==> config.mk <==
export PLATFORM = sky130hd
export DESIGN_NAME = id_ex_ctrl_pipe
export DESIGN_NICKNAME = d
export VERILOG_FILES = /design/src/rtl/id_ex_ctrl_pipe.sv
export SDC_FILE = /design/constraint.sdc
export NUM_CORES = 1
export LEC_CHECK = 0
export BUFFER_PORTS_ARGS = -buffer_cell sky130_fd_sc_hd__buf_2
export CORE_UTILIZATION = 33
export CTS_BUF_LIST = sky130_fd_sc_hd__clkbuf_8 sky130_fd_sc_hd__clkbuf_16
export DETAILED_ROUTE_END_ITERATION = 7
export PLACE_DENSITY = 0.55
export REMOVE_ABC_BUFFERS = 1
export SLEW_MARGIN = 20
export SYNTH_ARGS = -nofsm -noshare
export SYNTH_HDL_FRONTEND = slang
export SYNTH_SLANG_ARGS = --single-unit
==> constraint.sdc <==
create_clock -name clk_i -period 3.4 [get_ports clk_i]
set_input_delay 0.51 -clock clk_i [delete_from_list [all_inputs] [get_ports clk_i]]
set_output_delay 0.51 -clock clk_i [all_outputs]
set_load 0.1 [all_outputs]
==> src/rtl/id_ex_ctrl_pipe.sv <==
// ID-stage main decoder and ID/EX control register with load-use stalling, flush/hold and illegal-opcode tracking.
// Latency: one cycle from ID to ex_* outputs; stall_o is combinational and freezes PC and IF/ID.
module id_ex_ctrl_pipe #(
  parameter int ALU_OP_W = 4,
  parameter int LOAD_LAT = 1,
  parameter int CNT_W    = 8,
  parameter int LINK_REG = 31
) (
  input  logic                clk_i,
  input  logic                rst_i,
  input  logic [31:0]         id_instr_i,
  input  logic                id_valid_i,
  input  logic                flush_i,
  input  logic                hold_i,
  input  logic                err_clr_i,
  output logic                stall_o,
  output logic                ex_valid_o,
  output logic                ex_reg_write_o,
  output logic                ex_alu_src_o,
  output logic                ex_branch_o,
  output logic                ex_jump_o,
  output logic                ex_jal_o,
  output logic                ex_zero_ext_o,
  output logic                ex_lui_o,
  output logic                ex_sltiu_o,
  output logic                ex_mem_to_reg_o,
  output logic                ex_mem_read_o,
  output logic                ex_mem_write_o,
  output logic [ALU_OP_W-1:0] ex_alu_op_o,
  output logic [4:0]          ex_shamt_o,
  output logic [4:0]          ex_rs_o,
  output logic [4:0]          ex_rt_o,
  output logic [4:0]          ex_wr_reg_o,
  output logic                illegal_o,
  output logic [CNT_W-1:0]    illegal_cnt_o
);

  typedef struct packed {
    logic                valid;
    logic                reg_write;
    logic                alu_src;
    logic                branch;
    logic                jump;
    logic                jal;
    logic                zero_ext;
    logic                lui;
    logic                sltiu;
    logic                mem_to_reg;
    logic                mem_read;
    logic                mem_write;
    logic [ALU_OP_W-1:0] alu_op;
    logic [4:0]          shamt;
    logic [4:0]          rs;
    logic [4:0]          rt;
    logic [4:0]          wr_reg;
  } ctrl_t;

  typedef enum logic {IDLE, STALL} state_t;

  ctrl_t      ex_q, dec, nxt;
  state_t     state;
  logic [1:0] cnt;
  logic       legal, rt_src, hz, stall_act, count_en;
  logic [3:0] aop;
  logic [4:0] rs, rt, rd;
  logic       illegal_q;
  logic [CNT_W-1:0] cnt_q;
  logic       unused_funct;

  assign rs = id_instr_i[25:21];
  assign rt = id_instr_i[20:16];
  assign rd = id_instr_i[15:11];
  assign unused_funct = ^id_instr_i[5:0];

  always_comb begin
    dec    = '0;
    aop    = 4'b0000;
    legal  = 1'b1;
    rt_src = 1'b0;
    case (id_instr_i[31:26])
      6'b000000: begin aop = 4'b0000; dec.reg_write = 1'b1; dec.wr_reg = rd; rt_src = 1'b1;
                       dec.shamt = id_instr_i[10:6]; end
      6'b001000: begin aop = 4'b0001; dec.alu_src = 1'b1; dec.reg_write = 1'b1; dec.wr_reg = rt; end
      6'b000100: begin aop = 4'b0010; dec.branch = 1'b1; rt_src = 1'b1; end
      6'b000101: begin aop = 4'b0011; dec.branch = 1'b1; rt_src = 1'b1; end
      6'b001111: begin aop = 4'b0100; dec.alu_src = 1'b1; dec.reg_write = 1'b1; dec.lui = 1'b1;
                       dec.wr_reg = rt; end
      6'b001101: begin aop = 4'b0101; dec.alu_src = 1'b1; dec.reg_write = 1'b1; dec.zero_ext = 1'b1;
                       dec.wr_reg = rt; end
      6'b001011: begin aop = 4'b0110; dec.alu_src = 1'b1; dec.reg_write = 1'b1; dec.zero_ext = 1'b1;
                       dec.sltiu = 1'b1; dec.wr_reg = rt; end
      6'b000010: begin aop = 4'b0111; dec.jump = 1'b1; end
      6'b000011: begin aop = 4'b1000; dec.jump = 1'b1; dec.jal = 1'b1; dec.reg_write = 1'b1;
                       dec.wr_reg = 5'(LINK_REG); end
      6'b000110: begin aop = 4'b1110; dec.branch = 1'b1; end
      6'b000111: begin aop = 4'b1111; dec.branch = 1'b1; end
      6'b100011: begin aop = 4'b1010; dec.alu_src = 1'b1; dec.reg_write = 1'b1; dec.mem_read = 1'b1;
                       dec.mem_to_reg = 1'b1; dec.wr_reg = rt; end
      6'b101011: begin aop = 4'b1011; dec.alu_src = 1'b1; dec.mem_write = 1'b1; rt_src = 1'b1; end
      default:   legal = 1'b0;
    endcase
    dec.alu_op = ALU_OP_W'(aop);
    dec.rs     = rs;
    dec.rt     = rt;
    dec.valid  = 1'b1;
    // Invalid or illegal ID contents load as a plain bubble.
    nxt = (id_valid_i && legal) ? dec : '0;
  end

  assign hz = ex_q.valid && ex_q.mem_read && (ex_q.wr_reg != 5'd0) && id_valid_i &&
              ((ex_q.wr_reg == rs) || (rt_src && (ex_q.wr_reg == rt)));

  assign stall_act = (state == STALL) || hz;
  assign stall_o   = !rst_i && !flush_i && (hold_i || stall_act);
  assign count_en  = !flush_i && !hold_i && !stall_act && id_valid_i && !legal;

  always_ff @(posedge clk_i or posedge rst_i) begin
    if (rst_i) begin
      ex_q      <= '0;
      state     <= IDLE;
      cnt       <= 2'd0;
      illegal_q <= 1'b0;
      cnt_q     <= '0;
    end else begin
      if (flush_i) begin
        ex_q  <= '0;
        state <= IDLE;
        cnt   <= 2'd0;
      end else if (hold_i) begin
        // Frozen: pipeline register and stall sequencing keep their values.
      end else if (state == STALL) begin
        ex_q <= '0;
        cnt  <= cnt - 2'd1;
        if (cnt == 2'd1) state <= IDLE;
      end else if (hz) begin
        ex_q <= '0;
        if (LOAD_LAT > 1) begin
          state <= STALL;
          cnt   <= 2'(LOAD_LAT - 1);
        end
      end else begin
        ex_q <= nxt;
      end

      if (err_clr_i) begin
        cnt_q     <= count_en ? CNT_W'(1) : '0;
        illegal_q <= count_en;
      end else if (count_en) begin
        if (cnt_q != '1) cnt_q <= cnt_q + CNT_W'(1);
        illegal_q <= 1'b1;
      end
    end
  end

  assign ex_valid_o      = ex_q.valid;
  assign ex_reg_write_o  = ex_q.reg_write;
  assign ex_alu_src_o    = ex_q.alu_src;
  assign ex_branch_o     = ex_q.branch;
  assign ex_jump_o       = ex_q.jump;
  assign ex_jal_o        = ex_q.jal;
  assign ex_zero_ext_o   = ex_q.zero_ext;
  assign ex_lui_o        = ex_q.lui;
  assign ex_sltiu_o      = ex_q.sltiu;
  assign ex_mem_to_reg_o = ex_q.mem_to_reg;
  assign ex_mem_read_o   = ex_q.mem_read;
  assign ex_mem_write_o  = ex_q.mem_write;
  assign ex_alu_op_o     = ex_q.alu_op;
  assign ex_shamt_o      = ex_q.shamt;
  assign ex_rs_o         = ex_q.rs;
  assign ex_rt_o         = ex_q.rt;
  assign ex_wr_reg_o     = ex_q.wr_reg;
  assign illegal_o       = illegal_q;
  assign illegal_cnt_o   = cnt_q;

endmodule
Yosys cells after proc, flatten, opt, wreduce, memory -nomap -nowiden
Cells that the tools add are included.
Widths: inputs -> output; s select.
- flip-flop bits (word level): 48
- bits in latches: 0
- bits in writable memories: 0
- memory bits (read-only): 0
- input port bits: 38
- output and inout port bits: 46
- word-level logic and storage cells: 108
- memories kept: 0
- $add $sub $neg: 2
- $mul: 0
- div/mod/pow operators: 0
- order comparisons: 0
- equal/unequal tests: 17
- shifts and indexed selects: 0
- mux-type cells: 33
- bitwise logic cells: 0
- reductions and logical operators: 35
- operators by type and width (operator ; count):
    $mux 36 ; 5
    $pmux 4 s12 ; 1
    $eq 6x3->1 const B ; 4
    $eq 6x4->1 const B ; 4
    $mux 8 ; 3
    $mux 1 ; 18
    $pmux 5 s3 ; 1
    $reduce_or 13->1 ; 1
    $eq 6x2->1 const B ; 2
    $eq 6x6->1 const B ; 2
    $logic_and 1x1->1 ; 12
    $eq 5x5->1 ; 2
    $add 8x1->8 const B ; 1
    $mux 2 ; 4
    $ne 8x8->1 const B ; 1
    $reduce_or 4->1 ; 2
    $reduce_or 7->1 ; 1
    $logic_not 6->1 ; 1
    $reduce_bool 2->1 ; 3
    $reduce_or 6->1 ; 1
    $logic_not 1->1 ; 5
    $mux 5 ; 1
    $reduce_bool 5->1 ; 1
    $reduce_or 5->1 ; 1
    other kinds (6) ; 10

Longest topological paths before layout
- depth in word-level cells: 13
- gate-level depth with buffers: 9
- gate-level depth less buffers: 6

Worst setup path after synthesis
Ideal clock, no wire load.
- path kind: reg2out
- from: register ex_q, in the netlist ex_wr_reg_o[1]
- to: output stall_o
- arrival time: 4.442 ns
- required time: 2.890 ns
- slack: -1.552 ns
- stages on the path, launching flop included: 5
- cell sequence: dfrtp_1 -> or4_1 -> o2111ai_2 -> or4_4 -> a311oi_1
- word-level cells in the longest chain between the ends: 7
- elaborated cells between the ends (all ways): 11
- RTL lines (what ; line ; RTL):
    start, declared ; 60 ; ctrl_t ex_q, dec, nxt;
    start signal, assigned ; 142 ; ex_q <= nxt;
    $eq 5x5->1 or $reduce_bool 5->1 (tied branches) ; 111, 110 ;
    $logic_and 1x1->1 (on tied branches) ; 111, 110 ;
    $logic_or 1x1->1 or $logic_and 1x1->1 (tied branches) ; 111, 110 ;
    $logic_and 1x1->1 (*) ; 110 ; assign hz = ex_q.valid && ex_q.mem_read && (ex_q.wr_reg != 5'd0) && id_valid_i &&
    $logic_or 1x1->1 (*) ; 113 ; assign stall_act = (state == STALL) || hz;
    $logic_or 1x1->1 (*) ; 114 ; assign stall_o = !rst_i && !flush_i && (hold_i || stall_act);
    $logic_and 1x1->1 (*) ; 114 ;
    end, declared ; 16 ; output logic stall_o,
Every way passes the cells marked *; elsewhere a longest branch is shown, timed or not.

Worst setup path after layout
- from: input id_instr_i[26]
- to: output stall_o
- word-level cells in the longest chain between the ends: 9
- elaborated cells between the ends (all ways): 12
- RTL lines (what ; line ; RTL):
    start, declared ; 11 ; input logic [31:0] id_instr_i,
    $eq 6x6->1, or another cell as far along ; 80 ; case (id_instr_i[31:26])
    $reduce_or 4->1 (no source line) (*) ; - ;
    $mux 1 (*) ; 80 ;
    $logic_and 1x1->1 (*) ; 111 ; ((ex_q.wr_reg == rs) || (rt_src && (ex_q.wr_reg == rt)));
    $logic_or 1x1->1 (*) ; 111 ;
    $logic_and 1x1->1 (*) ; 110 ;
    $logic_or 1x1->1 (*) ; 113 ;
    $logic_or 1x1->1 (*) ; 114 ;
    $logic_and 1x1->1 (*) ; 114 ;
Marked as above.

==> metrics <==
Die ar.=~0.0077 mm2; crit end category=output port; Hold-fix buffers, CTS=0; Top FF cell, synth=dfrtp_1; clock-pin slew on the worst setup and hold paths=roughly 90 ps; Least-Margin Pin Slew=823 ps; Worst-Skew Late Latency=~300 ps; crit-path max cell delay=550 ps; detail-routed net length per standard cell=~16 um; status=finished, final reports clean; Initial Util=0.350; count of state elements after synthesis=47; clk_skew=3.80 ps; Worst R2R Setup Slack=~800 ps; first-pass GRT wire length=about 10 mm; Final Cycle Share=0.886; Netlist cell types=45; post-synthesis mux area share=0.00411; fill count=around 700; Crit-path slowest cell=a2111o_2; number of global-route vias before repair=roughly 2k; final hold viol count=0; DPL Wire Length=4.39 mm; Async SR Flop Fraction=1.00; CP required=just under 3000 ps; share of cells above drive strength 1=0.320; fin nets=between 300 and 400; total setup buffers inserted after CTS=0; Core Footprint=0.00694 mm2; post-synthesis adder-cell area fraction=0.0103; first drt pass iteration count=4; post-synthesis instance area=0.00243 mm2; RSZ-0062 raised after global routing=no; final setup vio count=0; num ports=84; PortBufs=between 70 and 80; Simple-Gate Fraction of Synth Area=0.153; post-route design area=0.00299 mm2; Bufs on Longest Clock Path=2; most frequent cells in the layout=buf_2, dfrtp_1, a22o_1; CP max FO=14; slew margin rel.=0.451; Die Span X=87.9 um; CTS resizes=0; antenna violations before repair=0; Startpoint Class=input pin; routed vias/inst=between 5 and 6; Sink Count=47; WS Path Type=in -> out; FF-to-FF Start=ex_wr_reg_o[1]; Final min period=~3000 ps; Antenna diodes=0; DRC violation count after routing=0; htree depth=2; Cell Rows=30; Routed Antenna Nets=0; largest family of logic cells by synthesized area=compound AO/OA/AOI/OAI gates; GRT Util Overall=0.176; capture point of the worst reg-to-reg path=ex_sltiu_o; WL final=roughly 6.3 mm; CP cell instances=buf_2 > nor2b_4 > or4_1 > a2111o_2 > a311oi_1 > buf_12; Synth Area in Compound Gates=0.258; leakage=1.47 nW; Final TNS setup=0 ps; max_cap viols=0; Vert. Die Dim=between 80 and 90 um; power per standard cell area=354 mW/mm2; XOR/XNOR Fraction of Synth Area=0.0432; GRT Residual Overflow=0; syn_area_per_cell=10.5 um2; Vias=2,128; RD Place Congestion=0.769; FMAX=~0.33 GHz; Layout area overhead=23.0%; largest net degree at the start of global routing=48; Yosys warning count=0; Root Buffer=clkbuf_8; TritonCTS clock tree=done; initial drt markers=between 80 and 90; r2r worst-path depth=6; CP Data Arrival Time=roughly 2500 ps; max-slew violations=0; leading cell type in the layout, fill and taps excluded=buf_2; Peak VDD IR=about 140 uV; worst min path class=in -> async; EDFF count, synth=0; sequential fraction of the synthesis area=0.483; CTS Buf Count=5; Placed Area=slightly below 0.003 mm2; Synth Instances=between 200 and 250
## metrics by stage
step                std cells  hold WS (ps)  power (mW)  utilization  setup slack, ps
finish                    399           352        1.06        0.431              386
global route              399           421        1.12        0.431              307
CTS                       399           439        1.07        0.431              367
detailed placement        391           473       0.742        0.419              390
global placement          391           466       0.740        0.419              383
floorplan                 212           516       0.675            -            -2040
## state kept, by name, summed over array words and instances (netlist names), 2 cells and up
register / flops
cnt: 2
ex_alu_op_o: 4
ex_rs_o: 5
ex_rt_o: 5
ex_shamt_o: 5
ex_wr_reg_o: 5
illegal_cnt_o: 8
## synth_stat cells (2+ instances only)
master / number / area (um2)
dfrtp_1: 47 / 1180
a22o_1: 21 / 184
nand2_1: 13 / 48.8
nor2_1: 12 / 45.0
clkbuf_1: 11 / 41.3
a21oi_1: 10 / 50.1
a32o_1: 9 / 90.1
o21ai_0: 9 / 45.0
xnor2_1: 9 / 78.8
o31ai_1: 8 / 60.1
inv_1: 7 / 26.3
or4_1: 7 / 52.6
nand3_1: 6 / 30.0
a221o_1: 5 / 50.1
nor3_1: 5 / 25.0
buf_2: 4 / 20.0
nor2b_1: 4 / 25.0
o211ai_1: 4 / 30.0
and3_1: 3 / 18.8
o41ai_1: 3 / 26.3
or3_1: 3 / 18.8
xor2_1: 3 / 26.3
a22oi_1: 2 / 15.0
a311oi_1: 2 / 17.5
buf_4: 2 / 15.0
ha_1: 2 / 25.0
nand2b_1: 2 / 12.5
## critical path: cells and delay by family
family	cells	cell delay (ps)
buffers and inverters	2	420
AOI/OAI and AO/OA	2	980
and+or+nand+nor	2	590
## power breakdown
part | switching [mW] | internal, mW
clock network | 0.190 | 0.139
logic | 0.116 | 0.0456
registers | 0.00471 | 0.564
## metal layers
metal  track usage  up-vias  routed length (um)
li1              -     1027                   -
met1         0.247     1031                3020
met2         0.266       61                2930
met3        0.0462        9                 306
met4        0.0492        0                  82
met5             0        -                   0
## cells by family (layout without fill, tap and decap cells)
logic type / count (synthesis) / count (layout)
xor gates and xnor gates: 12 / 12
AOI/OAI and AO/OA: 79 / 79
adders and majority gates: 2 / 2
buffers and inverters: 26 / 98
muxes: 1 / 1
and+or+nand+nor: 64 / 64
DFF: 47 / 47
## cell type report
class	instances	area, um2	area share
flip-flops and latches	47	1180	0.393
inverters	7	27.5	0.00919
repair buffers	83	445	0.149
multi-input cells	158	1140	0.382
well taps	96	120	0.0401
clock inverters	3	12.5	0.00418
clock buffers	5	68.8	0.0230
## worst max-delay path by stage
stage | start | endpoint | slack (ps) | cells after the start
3_3_place_gp | id_instr_i[26] | stall_o | 380 | 6
4_1_cts | ex_wr_reg_o[1] | ex_sltiu_o | 370 | 6
3_5_place_dp | id_instr_i[26] | ex_rt_o[4] | 390 | 7
5_1_grt | id_instr_i[26] | stall_o | 310 | 6
2_1_floorplan | ex_mem_to_reg_o | stall_o | -2040 | 3
6_report | id_instr_i[26] | stall_o | 390 | 6
Power figures use the tool's default switching activity.
